**src/rtl/mem_stage_pkg.sv**
```systemverilog
// Shared definitions for the MEM pipeline stage: control-bit indices, size encodings,
// FSM state type and the EX/MEM bubble.
package mem_stage_pkg;

    localparam int unsigned MemReadBit  = 0;
    localparam int unsigned MemWriteBit = 1;
    localparam int unsigned MemSizeLsb  = 2;

    localparam logic [1:0] SizeWord  = 2'b00;
    localparam logic [1:0] SizeHalf  = 2'b01;
    localparam logic [1:0] SizeByte  = 2'b10;
    localparam logic [1:0] SizeWord2 = 2'b11;

    typedef enum logic [0:0] {
        StIdle,
        StAccess
    } mem_state_e;

    typedef struct packed {
        logic [31:0] result;
        logic [31:0] store_data;
        logic [4:0]  wreg;
        logic [3:0]  mem_ctrl;
        logic [1:0]  wb_ctrl;
    } exmem_t;

    localparam exmem_t ExmemBubble = '0;

    function automatic logic is_misaligned(logic [1:0] size, logic [1:0] addr_lo);
        logic mis;
        unique case (size)
            SizeHalf: mis = addr_lo[0];
            SizeByte: mis = 1'b0;
            default:  mis = (addr_lo != 2'b00);
        endcase
        return mis;
    endfunction

endpackage

```
**src/rtl/mem_align.sv**
```systemverilog
// Combinational lane steering: byte enables, replicated store data, load extraction with
// sign extension, and misalignment detection.
module mem_align
    import mem_stage_pkg::*;
(
    input  logic [1:0]  size,
    input  logic [1:0]  addr_lo,
    input  logic [31:0] store_data,
    input  logic [31:0] rdata,
    output logic        misalign,
    output logic [3:0]  be,
    output logic [31:0] wdata,
    output logic [31:0] load_data
);

    logic [15:0] half_sel;
    logic [7:0]  byte_sel;

    assign misalign = is_misaligned(size, addr_lo);
    assign half_sel = addr_lo[1] ? rdata[31:16] : rdata[15:0];

    always_comb begin
        byte_sel = rdata[7:0];
        unique case (addr_lo)
            2'd0: byte_sel = rdata[7:0];
            2'd1: byte_sel = rdata[15:8];
            2'd2: byte_sel = rdata[23:16];
            2'd3: byte_sel = rdata[31:24];
        endcase
    end

    always_comb begin
        be        = 4'b1111;
        wdata     = store_data;
        load_data = rdata;
        unique case (size)
            SizeHalf: begin
                be        = addr_lo[1] ? 4'b1100 : 4'b0011;
                wdata     = {2{store_data[15:0]}};
                load_data = {{16{half_sel[15]}}, half_sel};
            end
            SizeByte: begin
                be        = 4'b0001 << addr_lo;
                wdata     = {4{store_data[7:0]}};
                load_data = {{24{byte_sel[7]}}, byte_sel};
            end
            default: begin
                be        = 4'b1111;
                wdata     = store_data;
                load_data = rdata;
            end
        endcase
    end

endmodule

```
**src/rtl/mem_stage.sv**
```systemverilog
// MEM pipeline stage: EX/MEM and MEM/WB registers plus a two-state data-memory handshake.
// Optional access timeout enabled by defining MEM_TIMEOUT_EN.
module mem_stage
    import mem_stage_pkg::*;
#(
    parameter int unsigned TIMEOUT_CYCLES = 16
) (
    input  logic        clk,
    input  logic        rst,
    input  logic        flush,
    input  logic [31:0] Result,
    input  logic [31:0] OutB,
    input  logic [4:0]  WriteReg,
    input  logic [3:0]  MEMReg,
    input  logic [1:0]  WBReg,
    output logic        stall,
    output logic [31:0] ALUop_inMEM,
    output logic        dmem_req,
    output logic        dmem_we,
    output logic [31:0] dmem_addr,
    output logic [3:0]  dmem_be,
    output logic [31:0] dmem_wdata,
    input  logic        dmem_ack,
    input  logic [31:0] dmem_rdata,
    output logic [1:0]  WBRegOut,
    output logic [31:0] ReadData,
    output logic [31:0] ALUResult,
    output logic [4:0]  WriteRegOut,
    output logic        misalign,
    output logic        mem_err
);

    if (TIMEOUT_CYCLES == 0) begin : g_bad_timeout
        $error("TIMEOUT_CYCLES must be nonzero");
    end

    exmem_t     exmem_q, exmem_d;
    mem_state_e state_q, state_d;

    logic        exmem_is_mem;
    logic        exmem_is_read;
    logic        align_mis;
    logic [3:0]  align_be;
    logic [31:0] load_data;
    logic        incoming_access;
    logic        timeout;
    logic        done;

    mem_align u_align (
        .size       (exmem_q.mem_ctrl[MemSizeLsb +: 2]),
        .addr_lo    (exmem_q.result[1:0]),
        .store_data (exmem_q.store_data),
        .rdata      (dmem_rdata),
        .misalign   (align_mis),
        .be         (align_be),
        .wdata      (dmem_wdata),
        .load_data  (load_data)
    );

    assign exmem_is_mem  = exmem_q.mem_ctrl[MemReadBit] | exmem_q.mem_ctrl[MemWriteBit];
    // Write wins when both MemRead and MemWrite are set.
    assign exmem_is_read = exmem_q.mem_ctrl[MemReadBit] & ~exmem_q.mem_ctrl[MemWriteBit];

    assign incoming_access = !flush && (MEMReg[MemReadBit] || MEMReg[MemWriteBit])
                             && !is_misaligned(MEMReg[MemSizeLsb +: 2], Result[1:0]);

`ifdef MEM_TIMEOUT_EN
    localparam int unsigned CntW = (TIMEOUT_CYCLES > 1) ? $clog2(TIMEOUT_CYCLES) : 1;

    logic [CntW-1:0] cnt_q;
    logic            mem_err_q;

    assign timeout = (state_q == StAccess) && !dmem_ack
                     && (cnt_q == CntW'(TIMEOUT_CYCLES - 1));

    always_ff @(posedge clk or posedge rst) begin
        if (rst) begin
            cnt_q     <= '0;
            mem_err_q <= 1'b0;
        end else begin
            if (state_q == StAccess && !done) begin
                cnt_q <= cnt_q + 1'b1;
            end else begin
                cnt_q <= '0;
            end
            if (timeout) begin
                mem_err_q <= 1'b1;
            end
        end
    end

    assign mem_err = mem_err_q;
`else
    assign timeout = 1'b0;
    assign mem_err = 1'b0;
`endif

    assign done  = (state_q == StAccess) && (dmem_ack || timeout);
    assign stall = (state_q == StAccess) && !done;

    assign dmem_req    = (state_q == StAccess);
    assign dmem_we     = dmem_req && exmem_q.mem_ctrl[MemWriteBit];
    assign dmem_addr   = {exmem_q.result[31:2], 2'b00};
    assign dmem_be     = dmem_req ? align_be : 4'b0000;
    assign misalign    = exmem_is_mem && align_mis;
    assign ALUop_inMEM = exmem_q.result;

    always_comb begin
        exmem_d = exmem_q;
        state_d = state_q;
        if (!stall) begin
            exmem_d = flush ? ExmemBubble
                            : '{result: Result, store_data: OutB, wreg: WriteReg,
                                mem_ctrl: MEMReg, wb_ctrl: WBReg};
            state_d = incoming_access ? StAccess : StIdle;
        end
    end

    always_ff @(posedge clk or posedge rst) begin
        if (rst) begin
            exmem_q <= ExmemBubble;
            state_q <= StIdle;
        end else begin
            exmem_q <= exmem_d;
            state_q <= state_d;
        end
    end

    always_ff @(posedge clk or posedge rst) begin
        if (rst) begin
            WBRegOut    <= 2'b00;
            ReadData    <= 32'h0;
            ALUResult   <= 32'h0;
            WriteRegOut <= 5'd0;
        end else if (!stall) begin
            // Failed accesses retire with write-back disabled.
            WBRegOut    <= (misalign || timeout) ? 2'b00 : exmem_q.wb_ctrl;
            ALUResult   <= exmem_q.result;
            WriteRegOut <= exmem_q.wreg;
            ReadData    <= (state_q == StAccess && dmem_ack && exmem_is_read) ? load_data : 32'h0;
        end
    end

endmodule

```
**config.mk**
```make
export PLATFORM = sky130hd
export DESIGN_NAME = mem_stage
export DESIGN_NICKNAME = d
export VERILOG_FILES = /design/src/rtl/mem_stage_pkg.sv /design/src/rtl/mem_align.sv /design/src/rtl/mem_stage.sv
export SDC_FILE = /design/constraint.sdc
export NUM_CORES = 1
export LEC_CHECK = 0
export CAP_MARGIN = 20
export CORE_ASPECT_RATIO = 0.8
export CORE_MARGIN = 2
export CORE_UTILIZATION = 45
export CTS_CLUSTER_DIAMETER = 120
export DETAILED_ROUTE_END_ITERATION = 6
export HOLD_SLACK_MARGIN = 0.08
export MAX_ROUTING_LAYER = met4
export PLACE_DENSITY = 0.8
export SYNTH_ARGS = -nofsm -noshare
export SYNTH_HDL_FRONTEND = slang
export SYNTH_HIERARCHICAL = 1
export SYNTH_SLANG_ARGS = --single-unit
export TNS_END_PERCENT = 20
```
**constraint.sdc**
```tcl
create_clock -name clk -period 6.2 [get_ports clk]
set_input_delay 1.24 -clock clk [delete_from_list [all_inputs] [get_ports clk]]
set_output_delay 1.24 -clock clk [all_outputs]
set_load 0.01 [all_outputs]
```
==> impl_metrics.csv <==
group,metric,value,unit
worst_setup_path,r2r_slack,3.68,ns
grt,grt.overflow.total,0,
finish,multi_input_area,3260,µm²
finish,layout-drive-gt1-share,18.3,%
timing,setup_viol,0,
grt,antenna_found_initial,1,
die,pin_count,287,
synth,synthAdderAreaFrac,0.478,%
clocking,numCtsBuffers,17,
synth,synthMuxAreaShare,19.4,%
grt,grt.total_usage,22.2,%
finish,ff_latch_area,3680,µm²
detailed_routing,dr.pass1.iters,4,
die,core_area,17200,µm²
outcome,status,"finished, final reports clean",
worst_setup_path,worstSetupPathType,"reg2out",
timing,final-max-slew-violation-count,0,
detailed_routing,final_antenna_net_count,0,
timing,finalClockSkew,0.00679,ns
timing,rsz0062_at_grt,"no",
worst_setup_path,crit_chain,"ha_2 > buf_4 > o21bai_1 > and2_1 > clkdlybuf4s50_1",
clocking,cts-root-buf,"clkbuf_16",
hold_path,hold_path_class,"reg2reg",
timing,post-route-period-util,69.8,%
synth,synth_cell_types,37,
pwr,p_seq_share,38.7,%
finish,fill_cells,1346,
grt,grt_pass1_wl,30600,µm
synth,synth_top_family_by_area,"multiplexers",
detailed_routing,routedWlPerCell,18.2,µm
pwr,p_per_area,265,nW/µm²
worst_setup_path,worstPathRequired,4.96,ns
finish,nets,977,
synth,synth.yosys.seq_area_share,46.9,%
worst_setup_path,start_kind,"register",
timing,holdWs,0.489,ns
worst_setup_path,worst-path-max-fanout,39,
placed_design,place_inst,1069,
grt,grt_max_degree,109,
synth,synth-xor-area-share,0,%
pwr,ir_worst_vdd,0.189,mV
detailed_routing,vias,5697,
hold_path,whs_endpoint,"ALUResult[31]",
pwr,p_leak,4.83,nW
worst_setup_path,reg2reg_from,"exmem_q[5]",
detailed_routing,drc,0,
pwr,internal-power,0.00209,W
synth,synth-seq-cells,147,
timing,period_minus_slack,4.33,ns
worst_setup_path,worstPathArrival,3.09,ns
finish,area_growth_syn_to_layout,37.8,%
pwr,comb_power_share,23.7,%
synth,async_flop_share,100,%
die,die_width,152,µm
timing,slew_headroom,32.5,%
timing,tns,0,ns
worst_setup_path,reg2regPathDepth,6,
synth,synth_simple_gate_area_share,10.2,%
clocking,htreeDepth,4,
flow_run,maxCapViolations,0,
clocking,cts_max_path_buffers,2,
synth,synth-main-ff-cell,"dfrtp_1",
placed_design,dp_hpwl,13900,µm
synth,synth_area,7850,µm²
clocking,cts_tree,"done",
hold_path,worstHoldStart,"ALUResult[31]",
clocking,hold_buffers,0,
timing,tightest_slew,1.01,ns
placed_design,port_buffers,283,
synth,postSynthCellCount,672,
clocking,cts_resized,0,
timing,fmax,0.231,GHz
detailed_routing,drt_iter0_markers,271,
die,die_area,18500,µm²
die,initial_core_util,45.6,%
placed_design,post-place-ws,2.24,ns
detailed_routing,drt-total-wl,20000,µm
die,rows,43,
placed_design,gp_congestion,0.870,
clocking,clkLatencyLatePin,0.41,ns
worst_setup_path,crit_slowest_cell,"ha_2",
die,dieHeight,122,µm
timing,finalHoldViolations,0,
synth,synth_compound_area_share,11.2,%
pwr,power.switching,0.000777,W
finish,stdcell_count,1102,
synth,synth_edf_count,0,
clocking,cts.sinks,147,
synth,syn_avg_cell_area,11.7,µm²
worst_setup_path,worst_r2r_endpoint,"ReadData[13]",
clocking,clkSlewWorstSetupHoldPaths,0.06,ns
detailed_routing,vias_per_cell,5.17,
worst_setup_path,crit_path_end_kind,"output port",
grt,grt_pass1_vias,5607,
clocking,post_cts_buffers,0,
hold_path,hold_path_depth,1,
pwr,p_clk_share,37.6,%
timing,layout_setup_ws,1.87,ns
worst_setup_path,slowest_delay,0.67,ns
synth,ys_warn_count,6,
pwr,p_sw_share,27.1,%
how the worst max path moves through the flow:
stage,endpoint,start,slack (ns)
after floorplan,ALUResult[0],rst,1.01
after global placement,stall,dmem_ack,2.25
after detailed placement,stall,dmem_ack,2.24
after CTS,dmem_be[0],exmem_q[5],1.86
after global routing,dmem_be[0],exmem_q[4],1.67
final,dmem_be[0],exmem_q[5],1.87
cell families (layout without fill, tap and decap cells):
kind of cell               count (synthesis)  after routing
DFF                                      147            147
other                                      1              4
and+or+nand+nor                          140            140
AOI/OAI and AO/OA                        115            115
buffers and inverters                    145            347
muxes                                    121            121
adders and majority gates                  3              3
Yosys cell counts, drive strengths merged (11+ instances only):
library cell    n  area, µm²
o21ai          16       80.1
nor2           14       52.6
clkbuf         14       52.6
inv            26        100
mux2i          11        110
nand2          26       97.6
mux2          110       1420
nor2b          77        482
dfrtp         147       3680
buf           105        772
a22o           44        385
a21oi          25        163
critical path, delay by kind of cell (launching register included):
family | cells | cell delay [ns]
flip-flops | 1 | 0.40
AND/OR/NAND/NOR | 1 | 0.21
buffers and inverters | 2 | 1.01
adder cells (fa/ha/maj) | 1 | 0.67
AO/OA/AOI/OAI | 1 | 0.37
through the flow:
stage          utilization, %  total power, W  instance area (µm²)
3_5_place_dp             59.2         0.00181                10200
3_3_place_gp             59.2         0.00180                10200
4_1_cts                  62.8         0.00290                10800
6_report                 62.9         0.00287                10800
2_1_floorplan               -         0.00152                 7860
5_1_grt                  62.9         0.00300                10800
area by class of cell:
class,count,area share (%)
multi-input combinational,382,30.1
clock inverter,13,1.57
antenna,1,0.0231
tap,225,2.60
inverter,26,0.971
sequential,147,34.0
clock buffer,19,4.19
timing repair buffer,289,26.5
registers in the layout, indices dropped and copies added, names as in the netlist:
name and flops:
ALUResult 32, ALUop_inMEM 32, ReadData 32, WBRegOut 2
WriteRegOut 5, dmem_req 1, exmem_q 43
power groups by stage:
stage / sequential (W) / combinational [W] / clock (W)
3_3_place_gp: 0.00112 / 0.000674 / 0
4_1_cts: 0.00111 / 0.000686 / 0.00111
3_5_place_dp: 0.00113 / 0.000682 / 0
2_1_floorplan: 0.00112 / 0.000405 / 0
5_1_grt: 0.00112 / 0.000735 / 0.00114
6_report: 0.00111 / 0.000680 / 0.00108
cells in the final DEF (no fill, tap or decap), types with 2 or more instances in the layout:
master and count:
nand3b_1 3, and2_1 5, conb_1 3, clkdlybuf4s50_1 282, nand2b_1 3, ha_1 2, mux2_2 56, nor2_1 14
and2b_1 6, o21bai_1 4, a22oi_1 8, bufinv_16 3, nor2b_1 77, a21oi_2 10, o21a_1 2, dfrtp_1 147
mux2_4 47, clkinvlp_4 3, o31ai_1 4, nand2_1 26, buf_4 6, inv_1 24, a21oi_1 15, inv_6 6
mux2_1 7, clkbuf_16 17, o21ai_0 16, a22o_1 44, mux2i_1 11, or2_2 2, clkbuf_8 2, a221o_1 10
layer usage:
layer	GRT usage, %	share of wire (%)	up-vias
li1	-	-	2613
met1	28.7	44	2831
met2	34.3	46	236
met4	4.57	0.88	0
met3	7.19	8.5	17
met5	-	0	-
Power figures use the tool's default switching activity.
